**src/rtl/config_pkg.sv**
```systemverilog
// Shared types and constants for the bitstream configuration loader.
// Holds the loader FSM encoding, bitstream magic, error codes and section ids.
package config_pkg;

  typedef enum logic [2:0] {
    S_IDLE,
    S_HDR,
    S_ADDR,
    S_DATA,
    S_WR,
    S_CSUM,
    S_DONE,
    S_ERR
  } state_t;

  localparam logic [15:0] CFG_MAGIC = 16'hC0F1;

  localparam logic [1:0] ERR_NONE  = 2'd0;
  localparam logic [1:0] ERR_MAGIC = 2'd1;
  localparam logic [1:0] ERR_SIZE  = 2'd2;
  localparam logic [1:0] ERR_CSUM  = 2'd3;

  localparam logic [15:0] SEC_CB0 = 16'd4;
  localparam logic [15:0] SEC_CB1 = 16'd5;
  localparam logic [15:0] SEC_SB  = 16'd6;
  localparam logic [15:0] SEC_CLB = 16'd7;

endpackage

```
**src/rtl/config_loader.sv**
```systemverilog
// Streams {addr,data} pairs from a bitstream RAM onto the tile config bus.
// CONFIG_LOADER_CHECKSUM_EN adds a trailing XOR checksum word check.
module config_loader
  import config_pkg::*;
#(
  parameter int MEM_AW = 10
) (
  input  logic              clk,
  input  logic              rst,
  input  logic              start,
  input  logic              abort,
  output logic              mem_en,
  output logic [MEM_AW-1:0] mem_addr,
  input  logic [31:0]       mem_rdata,
  output logic [31:0]       config_addr,
  output logic [31:0]       config_data,
  output logic              busy,
  output logic              done,
  output logic              error,
  output logic [1:0]        error_code,
  output logic [15:0]       write_count
);

`ifdef CONFIG_LOADER_CHECKSUM_EN
  localparam logic [32:0] TAIL_W = 33'd1;
  localparam state_t      END_ST = S_CSUM;
`else
  localparam logic [32:0] TAIL_W = 33'd0;
  localparam state_t      END_ST = S_DONE;
`endif
  localparam logic [32:0] MEM_WORDS = 33'd1 << MEM_AW;
  localparam logic        END_RD    = (END_ST == S_CSUM);

  state_t              state_q;
  logic                phase_q;
  logic [MEM_AW-1:0]   ptr_q;
  logic [15:0]         n_q;
  logic [15:0]         wc_q;
  logic [31:0]         addr_q;
  logic [31:0]         cfga_q;
  logic [31:0]         cfgd_q;
  logic                mem_en_q;
  logic                busy_q;
  logic                done_q;
  logic                err_q;
  logic [1:0]          code_q;
`ifdef CONFIG_LOADER_CHECKSUM_EN
  logic [31:0]         xor_q;
`endif

  logic [32:0] need_d;
  logic        ovf_d;
  logic [15:0] wc_d;

  // header + 2N pair words (+ checksum) must fit in the RAM
  assign need_d = {16'd0, mem_rdata[15:0], 1'b1} + TAIL_W;
  assign ovf_d  = need_d > MEM_WORDS;
  assign wc_d   = (wc_q == 16'hFFFF) ? wc_q : wc_q + 16'd1;

  always_ff @(posedge clk or negedge rst) begin
    if (!rst) begin
      state_q  <= S_IDLE;
      phase_q  <= 1'b0;
      ptr_q    <= '0;
      n_q      <= '0;
      wc_q     <= '0;
      addr_q   <= '0;
      cfga_q   <= '0;
      cfgd_q   <= '0;
      mem_en_q <= 1'b0;
      busy_q   <= 1'b0;
      done_q   <= 1'b0;
      err_q    <= 1'b0;
      code_q   <= ERR_NONE;
`ifdef CONFIG_LOADER_CHECKSUM_EN
      xor_q    <= '0;
`endif
    end else begin
      cfga_q   <= '0;
      cfgd_q   <= '0;
      mem_en_q <= 1'b0;
      if (abort) begin
        state_q <= S_IDLE;
        phase_q <= 1'b0;
        busy_q  <= 1'b0;
        done_q  <= 1'b0;
        err_q   <= 1'b0;
        code_q  <= ERR_NONE;
      end else begin
        unique case (state_q)
          S_IDLE, S_DONE, S_ERR: begin
            if (start) begin
              state_q  <= S_HDR;
              phase_q  <= 1'b0;
              mem_en_q <= 1'b1;
              ptr_q    <= '0;
              wc_q     <= '0;
              busy_q   <= 1'b1;
              done_q   <= 1'b0;
              err_q    <= 1'b0;
              code_q   <= ERR_NONE;
            end
          end
          S_HDR: begin
            if (!phase_q) begin
              phase_q <= 1'b1;
            end else begin
              phase_q <= 1'b0;
              ptr_q   <= ptr_q + 1'b1;
              n_q     <= mem_rdata[15:0];
`ifdef CONFIG_LOADER_CHECKSUM_EN
              xor_q   <= mem_rdata;
`endif
              if (mem_rdata[31:16] != CFG_MAGIC) begin
                state_q <= S_ERR;
                busy_q  <= 1'b0;
                err_q   <= 1'b1;
                code_q  <= ERR_MAGIC;
              end else if (ovf_d) begin
                state_q <= S_ERR;
                busy_q  <= 1'b0;
                err_q   <= 1'b1;
                code_q  <= ERR_SIZE;
              end else if (mem_rdata[15:0] == 16'd0) begin
                state_q  <= END_ST;
                mem_en_q <= END_RD;
                busy_q   <= END_RD;
                done_q   <= !END_RD;
              end else begin
                state_q  <= S_ADDR;
                mem_en_q <= 1'b1;
              end
            end
          end
          S_ADDR: begin
            if (!phase_q) begin
              phase_q <= 1'b1;
            end else begin
              phase_q  <= 1'b0;
              ptr_q    <= ptr_q + 1'b1;
              addr_q   <= mem_rdata;
`ifdef CONFIG_LOADER_CHECKSUM_EN
              xor_q    <= xor_q ^ mem_rdata;
`endif
              state_q  <= S_DATA;
              mem_en_q <= 1'b1;
            end
          end
          S_DATA: begin
            if (!phase_q) begin
              phase_q <= 1'b1;
            end else begin
              phase_q <= 1'b0;
              ptr_q   <= ptr_q + 1'b1;
              cfga_q  <= addr_q;
              cfgd_q  <= mem_rdata;
              wc_q    <= wc_d;
`ifdef CONFIG_LOADER_CHECKSUM_EN
              xor_q   <= xor_q ^ mem_rdata;
`endif
              state_q <= S_WR;
            end
          end
          S_WR: begin
            // count already includes this write
            if (wc_q < n_q) begin
              state_q  <= S_ADDR;
              mem_en_q <= 1'b1;
            end else begin
              state_q  <= END_ST;
              mem_en_q <= END_RD;
              busy_q   <= END_RD;
              done_q   <= !END_RD;
            end
          end
`ifdef CONFIG_LOADER_CHECKSUM_EN
          S_CSUM: begin
            if (!phase_q) begin
              phase_q <= 1'b1;
            end else begin
              phase_q <= 1'b0;
              ptr_q   <= ptr_q + 1'b1;
              busy_q  <= 1'b0;
              if (mem_rdata != xor_q) begin
                state_q <= S_ERR;
                err_q   <= 1'b1;
                code_q  <= ERR_CSUM;
              end else begin
                state_q <= S_DONE;
                done_q  <= 1'b1;
              end
            end
          end
`endif
          default: begin
            state_q <= S_IDLE;
            busy_q  <= 1'b0;
          end
        endcase
      end
    end
  end

  assign mem_en      = mem_en_q;
  assign mem_addr    = ptr_q;
  assign config_addr = cfga_q;
  assign config_data = cfgd_q;
  assign busy        = busy_q;
  assign done        = done_q;
  assign error       = err_q;
  assign error_code  = code_q;
  assign write_count = wc_q;

endmodule
```
**config.mk**
```make
export PLATFORM = sky130hd
export DESIGN_NAME = config_loader
export DESIGN_NICKNAME = d
export VERILOG_FILES = /design/src/rtl/config_pkg.sv /design/src/rtl/config_loader.sv
export SDC_FILE = /design/constraint.sdc
export NUM_CORES = 1
export LEC_CHECK = 0
export ABC_AREA = 0
export CORE_MARGIN = 1
export CORE_UTILIZATION = 51
export DETAILED_ROUTE_END_ITERATION = 7
export PLACE_DENSITY = 0.83
export SLEW_MARGIN = 10
export SYNTH_ARGS = -nofsm -noshare
export SYNTH_HDL_FRONTEND = slang
export SYNTH_SLANG_ARGS = --single-unit
```
**constraint.sdc**
```tcl
create_clock -name clk -period 2.3 [get_ports clk]
set_clock_uncertainty 0.05 [all_clocks]
set_input_delay 0.23 -clock clk [delete_from_list [all_inputs] [get_ports clk]]
set_output_delay 0.23 -clock clk [all_outputs]
set_load 0.05 [all_outputs]
```
# After elaboration in Yosys (flattened, before gate mapping)
# Index checks and enable logic that the tools add are counted.
# Widths: inputs -> output; s select.
word_totals:
  regBits: 148
  in_bits: 36
  output_inout_bits: 96
  wordCells: 122
op_classes:
  addsub: 2
  magnitude_cmp: 2
  n_eq_ne: 23
  muxes: 62
  n_bitwise: 1
  n_reduce_logical: 19
ops:
  columns: ["operator", "n"]
  rows:
  - ["$mux 32", 6]
  - ["$mux 16", 3]
  - ["$pmux 16 s2", 1]
  - ["$mux 1", 28]
  - ["$mux 3", 9]
  - ["$ne 3x3->1 const B", 8]
  - ["$mux 10", 2]
  - ["$pmux 10 s2", 1]
  - ["$gt 17x11->1 const B", 1]
  - ["$add 16x1->16 const B", 1]
  - ["$eq 16x16->1 const B", 1]
  - ["$logic_not 16->1", 1]
  - ["$lt 16x16->1", 1]
  - ["$ne 16x16->1 const B", 1]
  - ["$pmux 3 s5", 1]
  - ["$reduce_and 4->1", 3]
  - ["$add 10x1->10 const B", 1]
  - ["$mux 2", 5]
  - ["$reduce_and 5->1", 2]
  - ["$eq 3x3->1 const B", 3]
  - ["$pmux 1 s4", 2]
  - ["$reduce_and 7->1", 1]
  - ["$eq 3x2->1 const B", 2]
  - ["$ne 2x2->1 const B", 3]
  - ["16 further kinds", 22]

# Logic depth before layout (Yosys ltp)
depth:
  depth_word: 7
  depth_mapped: 8
  mapped_depth_nobuf: 8

# Worst setup path after synthesis
# OpenSTA, ideal clock, no wires.
synth_path:
  kind: "register -> register"
  start: "register wc_q[10], in the netlist write_count[10]"
  end: "register busy_q, in the netlist busy"
  setup_time_ns: 0.124
  t_arrival_ns: 2.073
  t_required_ns: 2.126
  setup_slack_ns: 0.053
  path_stages_with_launch: 8
  n_path_buf: 0
  synth_period_minus_slack_ns: 2.247
  cell_sequence: "dfrtp_1 ha_1 and4_1 o211ai_1 o32a_1 nand4_1 nor3b_1 a211o_1"
synth_between:
  elab_chain_cells: 3
synth_lines:
  columns: ["element", "line_no", "source"]
  rows:
  - ["from (decl)", "config_loader.sv:38", "logic [15:0] wc_q;"]
  - ["from (signal assigned)", "config_loader.sv:157", "wc_q <= wc_d;"]
  - ["$lt 16x16->1", "config_loader.sv:166", "if (wc_q < n_q) begin"]
  - ["$ne 3x3->1 (no source line)", null, null]
  - ["$reduce_and 5->1 (no source line)", null, null]
  - ["to (signal assigned)", "config_loader.sv:127", "busy_q <= END_RD;"]
  - ["to (signal assigned)", "config_loader.sv:172", "busy_q <= END_RD;"]
  - ["to (signal assigned)", "config_loader.sv:197", "busy_q <= 1'b0;"]
  - ["to (decl)", "config_loader.sv:43", "logic busy_q;"]
# No other way between the ends.
# A chain may end at the register's enable or synchronous reset.

# Worst setup path in the final report
layout_path:
  start: "register wc_q[9], in the netlist write_count[9]"
  end: "register busy_q, in the netlist busy"
# Same word-level chain as after synthesis.

==> qor.csv <==
metric;value;unit
Lkg Pwr;3.94;nW
Place WS;0.0134;ns
Die ar.;12700;sq um
endpoint type of the worst setup path;flop;
die height;113;microns
DRC Markers;0;
Die W;113;microns
antenna fix cells;0;
hold crit path type;input port to asynchronous set/reset pin;
fraction of layout cells with a size suffix above 1;0.158;
DPL Wire Length;9940;microns
Worst R2R Start;write_count[9];
post-synthesis cell count;524;
antenna-violating nets left;0;
CTS root buffer;clkbuf_16;
FF-to-FF setup slack;0.1;ns
Tcrit/Tclk final;0.958;
Placer Congestion;0.861;
Hold WS;0.240;ns
total track usage;0.239;
initial antenna violation count;0;
num rows;40;
status;completed;
worst setup margin;0.0972;ns
Yosys cell types;51;
drt initial violations;282;
Area growth, synth to finish;35.4;%
vias in the first global route;4546;
CTS tree;done;
# clock sinks;148;
CP top delay family;compound AO/OA/AOI/OAI gates;
Fillers;821;
largest net degree at the start of global routing;57;
async set-or-reset flop fraction in the synthesized netlist;1.00;
post-synth design cell area;6270;sq um
FF+latch area;3700;sq um
number of flops mapped to enable cells by yosys;0;
I/O pin cnt;132;
FF-to-FF path depth;7;
CP max FO;6;
critical path's slowest cell;dfrtp_1;
WP data arrival;2.45;ns
Seq/Total Area, Yosys;0.590;
CP Class;flop to flop;
main flop type after synthesis;dfrtp_1;
setup bufs post-CTS;0;
Max Root-Sink Buffers;2;
CP max stage delay;0.46;ns
per-cell routed wire length;17.1;microns
Core Region;12000;sq um
worst path required time;2.55;ns
slew of the pin with the lowest slew margin;0.557;ns
Syn Nets;577;
Final Hold Viols;0;
RSZ-0062 raised after global routing;no;
CP Cell Sequence;ha_1 > and4_1 > o211ai_1 > o32a_1 > nand4_1 > nor3b_2 > a211o_1;
Ys Warns;0;
H-tree Lvls;4;
CTS clk-pin slew, worst paths;0.06;ns
Final Max Slew Viols;0;
Max Cap Violations;0;
GR Overflow Total;0;
r2r endpoint;busy;
IO buf count;131;
Relative slew margins;0.628;
first-pass GRT wire length;23100;microns
Buf/Inv on CP;0;
Nets;732;
multi-input logic area;2400;sq um
Post-Syn Area per Cell;12.0;sq um
clk_lat worst skew;0.42;ns
Max Clock Freq;454;MHz
#FFs+latches synth;148;
via count;4611;
Post-Route WL;14300;microns
post-route minimum period;2.20;ns
crit path launch type;flop;
CTS Buf Count;17;
worst vdd ir;0.000703;V
power per cell area;930;nW/um^2
Detailed Routing Iterations Pass 1;5;
Final setup viols;0;
initial core utilization;0.522;
Vias/cell;5.51;
cells in the final DEF (no fill, tap or decap), types with 3 or more instances in the layout:
master           synthesis  routed
a21oi_1                 13      13
a31oi_1                  5       5
and2_1                  66      66
and3_1                   4       4
and4_1                   6       6
buf_12                   0       4
buf_4                    0      23
clkbuf_1                11       3
clkbuf_16                0      17
clkdlybuf4s50_1          0     130
clkinv_2                 0       3
clkinvlp_4               0       3
dfrtp_1                148     148
ha_1                    17      17
inv_1                   20      20
mux2_2                  49      49
nand2_1                 21      21
nand3_1                 10      10
nand4_1                 16      16
nor2_1                  33      33
nor3_1                   8       8
nor4_1                   4       4
o21a_1                   6       6
o21ai_0                 17      17
o31ai_1                  3       3
or3_1                    3       3
xnor2_1                  4       4
xor2_1                  13      13
through the flow:
stage	utilization	power, mW	cells	instance area, sq um	setup TNS, ns
finish	0.707	7.90	837	8500	0
CTS	0.707	7.96	837	8490	0
global route	0.707	8.33	837	8500	0
floorplan	-	4.62	524	6270	0
detailed placement	0.660	5.29	806	7930	0
global placement	0.660	5.17	806	7930	-0.00469
how the worst max path moves through the flow:
| stage | start | end | slack [ns] | cells after the start |
|---|---|---|---|---|
| after CTS | write_count[5] | busy | 0.11 | 7 |
| final | write_count[9] | busy | 0.1 | 7 |
| after floorplan | write_count[10] | busy | 0.05 | 7 |
| after global placement | mem_rdata[18] | done | -0.005 | 8 |
| after detailed placement | mem_rdata[19] | mem_en | 0.01 | 7 |
| after global routing | write_count[5] | busy | 0.001 | 7 |
cells in the mapped netlist, types with 3 or more instances:
cell type	instances	area [sq um]
dfrtp_1	148	3700
and2_1	66	413
mux2_2	49	552
nor2_1	33	124
nand2_1	21	78.8
inv_1	20	75.1
ha_1	17	213
o21ai_0	17	85.1
nand4_1	16	100
a21oi_1	13	65.1
xor2_1	13	114
clkbuf_1	11	41.3
nand3_1	10	50.1
buf_2	9	45.0
nor3_1	8	40.0
and4_1	6	52.6
o21a_1	6	45.0
a31oi_1	5	31.3
and3_1	4	25.0
nor4_1	4	25.0
xnor2_1	4	35.0
buf_1	3	11.3
o31ai_1	3	22.5
or3_1	3	18.8
final cells by class:
class	instances	area share
inverters	20	0.00884
clock buffers	21	0.0530
flip-flops and latches	148	0.436
well taps	147	0.0216
clock inverters	9	0.0125
repair buffers	159	0.185
multi-input cells	333	0.283
registers in the layout, summed over array words and instances (netlist names):
register,cells
addr_q,32
config_addr,32
config_data,32
n_q,16
write_count,16
mem_addr,10
state_q,3
error_code,2
busy,1
done,1
error,1
mem_en,1
phase_q,1
worst reg2reg max path, stage by stage, from the launching register on:
cell and delay [ns]:
dfrtp_1 0.46, ha_1 0.33, and4_1 0.22, o211ai_1 0.10, o32a_1 0.40, nand4_1 0.18
nor3b_2 0.07, a211o_1 0.27
logic make-up after synthesis:
kind of cell / after synthesis / synth area share
AOI/OAI and AO/OA: 65 / 0.0674
xor gates and xnor gates: 17 / 0.0237
adders and majority gates: 17 / 0.0339
buffers and inverters: 43 / 0.0275
DFF: 148 / 0.590
muxes: 51 / 0.0911
and+or+nand+nor: 183 / 0.166
per-layer routing:
metal | track usage | vias to the layer above | routed length, microns | part of all wire
li1 | - | 2143 | - | -
met1 | 0.294 | 2274 | 5810 | 0.40
met2 | 0.409 | 165 | 7390 | 0.52
met3 | 0.0530 | 29 | 814 | 0.057
met4 | 0.104 | 0 | 333 | 0.023
met5 | 0 | - | 0 | 0
repair_timing:
item | 4_1_cts | 5_1_grt
endpoints found under the setup margin | 0 | 1
hold buffers | 1 | 0
endpoints found under the hold margin | 42 | 0
gates resized for setup | 0 | 1
power breakdown:
part	total (mW)	internal, mW	leakage, nW	switching (mW)
Combinational	1.92	0.869	1.66	1.05
Sequential	3.35	3.06	2.01	0.295
Clock	2.64	1.61	0.265	1.03
Note: power is estimated with default switching activity, not from simulation.
